<file path="src/rtl/err_vec_gen.sv">
// err_vec_gen: builds the n coordinates of an error vector over GF(2^m) and
// writes them, packed d elements per row, into the error-vector memory.
//
// Each coordinate is an XOR-combination of the r basis elements of the
// support space E. The r selection bits for a coordinate arrive on a
// valid/ready random stream. The basis itself is read from an external
// basis memory with a configurable read latency (DELAY_RD = 1 or 2).
//
// Ports
//   clk        clock, rising edge
//   rst_b      asynchronous active-low reset
//   start      one-cycle start pulse (honoured only in IDLE)
//   finish     one-cycle done pulse, the cycle after the last row write
//   E_din      basis memory read data
//   E_addr     basis memory address
//   E_rw       basis memory write enable (always 0, read-only use)
//   rnd_valid  random selection word available
//   rnd_ready  block accepts a random word this cycle
//   rnd_data   selection bits, bit j selects basis[j]
//   e_do       packed row write data
//   e_addr     row address
//   e_we       row write enable
//
// state   | meaning
// --------+-----------------------------------------------------------
// S_IDLE  | waiting for start
// S_LOAD  | stepping basis addresses, capturing basis after DELAY_RD
// S_GEN   | accepting random words, filling the pack register
// S_WRITE | one-cycle row write of the pack register
// S_DONE  | one-cycle finish pulse
module err_vec_gen #(
    parameter int N        = 189,
    parameter int M        = 83,
    parameter int R        = 7,
    parameter int D        = 5,
    parameter int DELAY_RD = 1,
    localparam int WIDTH   = M * D,
    localparam int DEPTH   = (N + D - 1) / D,
    localparam int RAW     = $clog2(R),
    localparam int EAW     = $clog2(DEPTH)
) (
    input  logic             clk,
    input  logic             rst_b,
    input  logic             start,
    output logic             finish,
    input  logic [M-1:0]     E_din,
    output logic [RAW-1:0]   E_addr,
    output logic             E_rw,
    input  logic             rnd_valid,
    output logic             rnd_ready,
    input  logic [R-1:0]     rnd_data,
    output logic [WIDTH-1:0] e_do,
    output logic [EAW-1:0]   e_addr,
    output logic             e_we
);

    localparam int LW = $clog2(R + DELAY_RD + 1);
    localparam int IW = $clog2(N + 1);
    localparam int SW = $clog2(D + 1);

    localparam logic [LW-1:0] LOAD_LAST = LW'(R + DELAY_RD - 1);
    localparam logic [LW-1:0] LOAD_ADDR = LW'(R);
    localparam logic [IW-1:0] I_LAST    = IW'(N - 1);
    localparam logic [IW-1:0] I_TOTAL   = IW'(N);
    localparam logic [SW-1:0] S_LAST    = SW'(D - 1);

    typedef enum logic [2:0] {
        S_IDLE,
        S_LOAD,
        S_GEN,
        S_WRITE,
        S_DONE
    } state_t;

    state_t             state_q, state_d;
    logic [LW-1:0]      lc_q, lc_d;
    logic [IW-1:0]      i_q, i_d;
    logic [SW-1:0]      s_q, s_d;
    logic [EAW-1:0]     row_q, row_d;
    logic [WIDTH-1:0]   pack_q, pack_d;
    logic [M-1:0]       basis_q [R];
    logic [M-1:0]       basis_d [R];
    logic [M-1:0]       coord;

    assign E_rw = 1'b0;

    always_comb begin
        coord = '0;
        for (int j = 0; j < R; j++) begin
            if (rnd_data[j]) begin
                coord = coord ^ basis_q[j];
            end
        end
    end

    always_ff @(posedge clk or negedge rst_b) begin
        if (!rst_b) begin
            state_q <= S_IDLE;
            lc_q    <= '0;
            i_q     <= '0;
            s_q     <= '0;
            row_q   <= '0;
            pack_q  <= '0;
            for (int k = 0; k < R; k++) begin
                basis_q[k] <= '0;
            end
        end else begin
            state_q <= state_d;
            lc_q    <= lc_d;
            i_q     <= i_d;
            s_q     <= s_d;
            row_q   <= row_d;
            pack_q  <= pack_d;
            basis_q <= basis_d;
        end
    end

    always_comb begin
        state_d   = state_q;
        lc_d      = lc_q;
        i_d       = i_q;
        s_d       = s_q;
        row_d     = row_q;
        pack_d    = pack_q;
        basis_d   = basis_q;
        finish    = 1'b0;
        rnd_ready = 1'b0;
        e_we      = 1'b0;
        e_do      = '0;
        e_addr    = '0;
        E_addr    = '0;

        case (state_q)
            S_IDLE: begin
                if (start) begin
                    state_d = S_LOAD;
                    lc_d    = '0;
                    i_d     = '0;
                    s_d     = '0;
                    row_d   = '0;
                    pack_d  = '0;
                end
            end

            S_LOAD: begin
                // Address k is driven in load cycle k; its data shows up
                // DELAY_RD cycles later and is captured at the end of that cycle.
                if (lc_q < LOAD_ADDR) begin
                    E_addr = lc_q[RAW-1:0];
                end
                for (int k = 0; k < R; k++) begin
                    if (lc_q == LW'(k + DELAY_RD)) begin
                        basis_d[k] = E_din;
                    end
                end
                if (lc_q == LOAD_LAST) begin
                    state_d = S_GEN;
                end else begin
                    lc_d = lc_q + LW'(1);
                end
            end

            S_GEN: begin
                rnd_ready = 1'b1;
                if (rnd_valid) begin
                    for (int k = 0; k < D; k++) begin
                        if (s_q == SW'(k)) begin
                            pack_d[k*M +: M] = coord;
                        end
                    end
                    i_d = i_q + IW'(1);
                    s_d = s_q + SW'(1);
                    if (s_q == S_LAST || i_q == I_LAST) begin
                        state_d = S_WRITE;
                    end
                end
            end

            S_WRITE: begin
                e_we   = 1'b1;
                e_addr = row_q;
                e_do   = pack_q;
                // Clearing the pack register leaves unfilled slots of a
                // partial last row at zero.
                pack_d = '0;
                s_d    = '0;
                row_d  = row_q + EAW'(1);
                state_d = (i_q < I_TOTAL) ? S_GEN : S_DONE;
            end

            S_DONE: begin
                finish  = 1'b1;
                state_d = S_IDLE;
            end

            default: begin
                state_d = S_IDLE;
            end
        endcase
    end

endmodule

</file>
<file path="config.mk">
export PLATFORM = sky130hd
export DESIGN_NAME = err_vec_gen
export DESIGN_NICKNAME = d
export VERILOG_FILES = /design/src/rtl/err_vec_gen.sv
export SDC_FILE = /design/constraint.sdc
export NUM_CORES = 2
export LEC_CHECK = 0
export BUFFER_PORTS_ARGS = -buffer_cell sky130_fd_sc_hd__buf_2
export CAP_MARGIN = 20
export CORE_AREA = 4 4 407 409
export CTS_CLUSTER_DIAMETER = 100
export DETAILED_ROUTE_END_ITERATION = 7
export DIE_AREA = 0 0 411 413
export MAX_ROUTING_LAYER = met4
export PLACE_DENSITY = 0.49
export SLEW_MARGIN = 0
export SYNTH_ARGS = -nofsm -noshare
export SYNTH_HDL_FRONTEND = slang
export SYNTH_SLANG_ARGS = --single-unit
</file>
<file path="constraint.sdc">
create_clock -name clk -period 6.05 [get_ports clk]
set_clock_uncertainty 0.2 [all_clocks]
set_input_delay 0.3025 -clock clk [delete_from_list [all_inputs] [get_ports clk]]
set_output_delay 0.3025 -clock clk [all_outputs]
set_load 0.01 [all_outputs]
</file>
# After elaboration in Yosys (flattened, before gate mapping)
# Cells that the tools add are included.
# word_totals
register_bits,1020
in_bits,94
out_inout_bits,428
wordCells,118
# op_classes
addsub,4
n_lt_le_gt_ge,2
eq_ne,26
muxes,39
bitwise,6
reduce_logical,24
# op_table
operator,n
two-way mux 415 bit,3
case mux 415 bit (3 select lines),1
two-way mux 83 bit,12
bitwise XOR 83 bit,6
two-way mux 3 bit,9
AND reduction 4 bit,6
"!= test 2 bit, second input constant",10
"== test 4 x 3 -> 1 bit, second input constant",4
two-way mux 8 bit,2
case mux 8 bit (2 select lines),1
AND reduction 2 bit,8
"== test 3 x 2 -> 1 bit, second input constant",4
two-way mux 6 bit,2
case mux 3 bit (4 select lines),1
case mux 6 bit (2 select lines),1
case mux 3 bit (3 select lines),1
AND reduction 3 bit,3
"adder 8 x 1 -> 8 bit, second input constant",1
"== test 4 x 2 -> 1 bit, second input constant",2
"== test 8 bit, second input constant",1
"less-than comparator 8 bit, second input constant",1
two-way mux 4 bit,2
case mux 4 bit (2 select lines),1
"adder 6 x 1 -> 6 bit, second input constant",1
11 further kinds,18

# Depth between registers and ports, before layout
# logic_depth
word_depth,16
ltp_mapped,9
depth_no_buf,6

# Worst setup path after synthesis
# Ideal clock, no wire load.
# synth_timing
path_type,reg2reg
from,reg state_q[1]
to,reg basis_q[12] (netlist name)
setup_time_ns,0.125
arrival_time_ns,1.833
required_time_ns,5.725
setup_slack_ns,3.893
stages_incl_launch_ff,8
n_path_buf,4
synth_period_minus_slack_ns,2.157
cell_sequence,dfrtp_1 -> buf_2 -> or3b_1 -> buf_2 -> nor2_1 -> buf_2 -> buf_2 -> mux2_2
# synth_between
elab_chain_cells,2
# synth_lines
element,line_no,source
start: declaration,75,"state_t state_q, state_d;"
start signal: assignment,108,state_q <= state_d;
== test 3 x 1 -> 1 bit,133,case (state_q)
AND reduction 2 bit (no line),--,
end signal: assignment,114,basis_q <= basis_d;
end: declaration,81,logic [M-1:0] basis_q [R];
# Every way passes these cells.
# A chain may end at the register's enable or synchronous reset.

# Worst setup path after layout
# layout_timing
from,reg state_q[2]
to,out e_do[212]
# layout_between
elab_chain_cells,2
# layout_lines
element,line_no,source
== test 3 x 2 -> 1 bit,133,
two-way mux 415 bit,133,
end: declaration,52,"output logic [WIDTH-1:0] e_do,"
# Every way passes these cells.

==> results.ini <==
[critical_path]
cp_slowest_cell = inv_8
path_cells = nand3b_1 -> inv_8 -> buf_4 -> and2_1 -> buf_2
cp-end-kind = output pin
critPathRequiredTime_ns = 5.55
critical_path_class = flop to output pin
slowest_delay_ns = 0.68
r2r_cells = 6
cp_max_fo = 185
path_delay_family = buffers and inverters
timing.rr.start = state_q[2]
startpoint = state_q[2]
start_kind = flop
r2r_setup_slack_ns = 2.40
r2r-end = pack_q[357]
cp.arrival_ns = 3.59
path_buf_inv = 3

[yosys]
syn_avg_cell_area_um2 = 12.8
yosysTopAreaCellShare = 0.528
synth_top_family_by_area = multiplexers
synth-xor-area-share = 0.108
seq_area_frac_synth = 0.528
synth.area.top_cells = dfrtp_1 53%, mux2_2 13%, xnor3_1 7.7%
syn_nets = 3875
ys_warn_count = 0
synth-seq-cells = 1020
synth_flop_cell = dfrtp_1
synth_compound_area_frac = 0.0797
synth_adder_area_share = 0.00337
synth-simple-area-share = 0.108
synthCells = 3768
synth.area.mux_share = 0.136
synth.cell_area_mm2 = 0.0483
synth-async-reset-ratio = 1.00
synthDistinctLibCells = 45
synth_edf_count = 0
synth_area_leader_cell = dfrtp_1

[power_and_ir_drop]
power.switching_w = 0.00696
cellLeakagePower_nw = 27.3
ir_drop_mv = 0.258
p_per_area_mw_per_mm2 = 378
seq_power_share = 0.424
clockPowerShare = 0.329
pwr-share-comb = 0.247
intPower_w = 0.0147
netSwitchingFraction = 0.322

[sta]
final.min_clock_period_ns = 4.10
max-slew-margin-rel = 0.272
hold_viol_final = 0
setup_viol = 0
finalCritPeriodShare = 0.677
tightest_slew_ns = 1.09
drv_slew = 0
setup_tns_ns = 0
rsz0062_at_grt = no
fmax_mhz = 244

[floorplan]
die_height_um = 413
die_w_um = 411
io_pins = 522
initial_utilization = 0.298
rows = 148
die-area_mm2 = 0.170
core_mm2 = 0.162

[global_routing]
grt_pass1_wl_um = 223000
grt_max_degree = 185
grt_overflow = 0
antenna_found_initial = 23
grt_pass1_vias = 32200
grtUsageTotal = 0.181

[hold_path]
hp-class = primary input to flop
min_to = basis_q[358]
hold_depth = 3
hp-start = E_din[26]

[clock_tree]
cts_made_buffers = 118
cts_resized = 0
postCtsHoldBufs = 90
cts_tree = built
cts_setup_buffers = 0
clockBufferDepth = 3
cts-root-buf = clkbuf_16
path_clk_slew_ns = 0.06
clk-insertion-delay-late_ns = 0.74
cts.sinks = 1020
h-tree-depth = 3

[routing]
drc = 0
finalWirelength_um = 151000
ant_nets = 0
wl_per_cell_um = 23.1
drt_iter0_drc = 1718
drt_pass1_iterations = 5
vias_per_cell = 4.72
vias = 31000

[layout]
nNetsFinal = 4382
area_delta_synth_final_pct = 18.7
drive_gt1_frac = 0.306
finalNonFillerCells = 6556

[placement]
portBuffers = 520
placed_cells = 6240
dpl.hpwl_um = 92600
gp_congestion = 0.736

[run_status]
status = complete, no violations

[job]
drv_cap = 0

-- per-layer routing --
metal | wire length [um] | global-route usage | part of all wire
met1 | 68900 | 0.239 | 0.46
met2 | 71500 | 0.292 | 0.47
met3 | 7930 | 0.0355 | 0.052
met4 | 3040 | 0.0372 | 0.020
met5 | 0 | - | 0
-- flip-flops by register name (all words and copies together) (netlist names) --
signal,flops
row_q,6
s_q,3
lc_q,4
basis_q,581
pack_q,415
state_q,3
i_q,8
-- kinds of logic (layout without fill, tap and decap cells) --
family / count (synthesis) / after routing
simple gates: 1082 / 1082
flops: 1020 / 1020
mux: 583 / 583
compound gates: 451 / 451
xor+xnor: 337 / 337
buf+inv: 281 / 881
fa+ha+maj: 13 / 13
other cells: 1 / 14
-- power by group through the flow --
stage,sequential (W),combinational (W),clock [W]
6_report,0.00918,0.00534,0.00713
5_1_grt,0.00934,0.00582,0.00760
4_1_cts,0.00918,0.00546,0.00735
3_5_place_dp,0.00924,0.00539,0
3_3_place_gp,0.00928,0.00530,0
2_1_floorplan,0.00888,0.00354,0
-- cell usage after synthesis (3+ instances only) --
cell type,instances
nand2_1,605
dfrtp_1,1020
xor2_1,5
xnor2_1,166
mux2_4,3
mux2_2,561
nand3_1,5
ha_1,13
buf_1,3
or3_1,3
and3_1,3
nand4_1,7
nor2_1,18
a31oi_1,3
inv_1,9
o21ai_0,21
xnor3_1,166
nor3_1,3
buf_4,6
o2bb2ai_1,415
mux2_1,18
nor2b_1,3
a21oi_1,4
clkbuf_1,102
buf_6,73
and2_1,425
buf_2,86
-- metrics by stage --
step,worst slack [ns],total power (W),utilization,cell area [um2],hold slack (ns)
after detailed placement,2.39,0.0146,0.324,52600,0.189
after floorplan,3.89,0.0124,-,48300,-0.193
after global routing,1.60,0.0228,0.354,57300,0.263
after global placement,2.46,0.0146,0.324,52600,0.188
after CTS,1.94,0.0220,0.354,57300,0.211
final,1.95,0.0217,0.354,57300,0.265
-- layout make-up --
class	instances	area (um2)
inverter	11	48.8
fill	16000	105000
clock inverter	42	415
timing repair buffer	657	3970
tap	2175	2720
antenna	13	32.5
multi-input combinational	2467	21200
sequential	1020	25500
clock buffer	171	3410
-- worst max-delay path by stage --
stage                        endpoint  slack (ns)  cells past startpoint
after global placement    pack_q[362]        2.46                      6
after CTS                   e_do[212]        1.94                      5
after floorplan           basis_q[12]        3.89                      7
after global routing        e_do[219]        1.60                      5
final                       e_do[212]        1.95                      5
after detailed placement  pack_q[351]        2.39                      6
-- layout by cell type (no fill, tap or decap), drive strengths merged --
cell type    synthesis  final
dfrtp             1020   1020
nand2              605    605
mux2               582    582
buf                168    567
and2               425    425
o2bb2ai            415    415
clkbuf             102    171
xnor3              166    166
xnor2              166    166
dlygate4sd3          0     90
clkinv               1     27
o21ai               21     21
nor2                18     18
inv                 10     15
diode                0     13
ha                  13     13
nand4                7      7
bufinv               0      6
xor2                 5      5
clkinvlp             0      5
nand3                5      5
a21oi                5      5
nor3                 4      4
nor2b                3      3
and3                 3      3
a31oi                3      3
or3                  3      3
or3b                 3      3
nand3b               2      2
nand2b               2      2
a21o                 2      2
nor4b                1      1
o31ai                1      1
mux2i                1      1
a211o                1      1
a22o                 1      1
o21bai               1      1
and4                 1      1
a41oi                1      1
conb                 1      1
-- worst reg2reg max path: stages, from the launching register on --
cell       delay (ns)
dfrtp_1          0.51
or3b_1           0.61
inv_2            0.15
and2_1           0.47
nand3_4          0.75
buf_4            0.62
o2bb2ai_1        0.27
(Power assumes the default switching activity.)
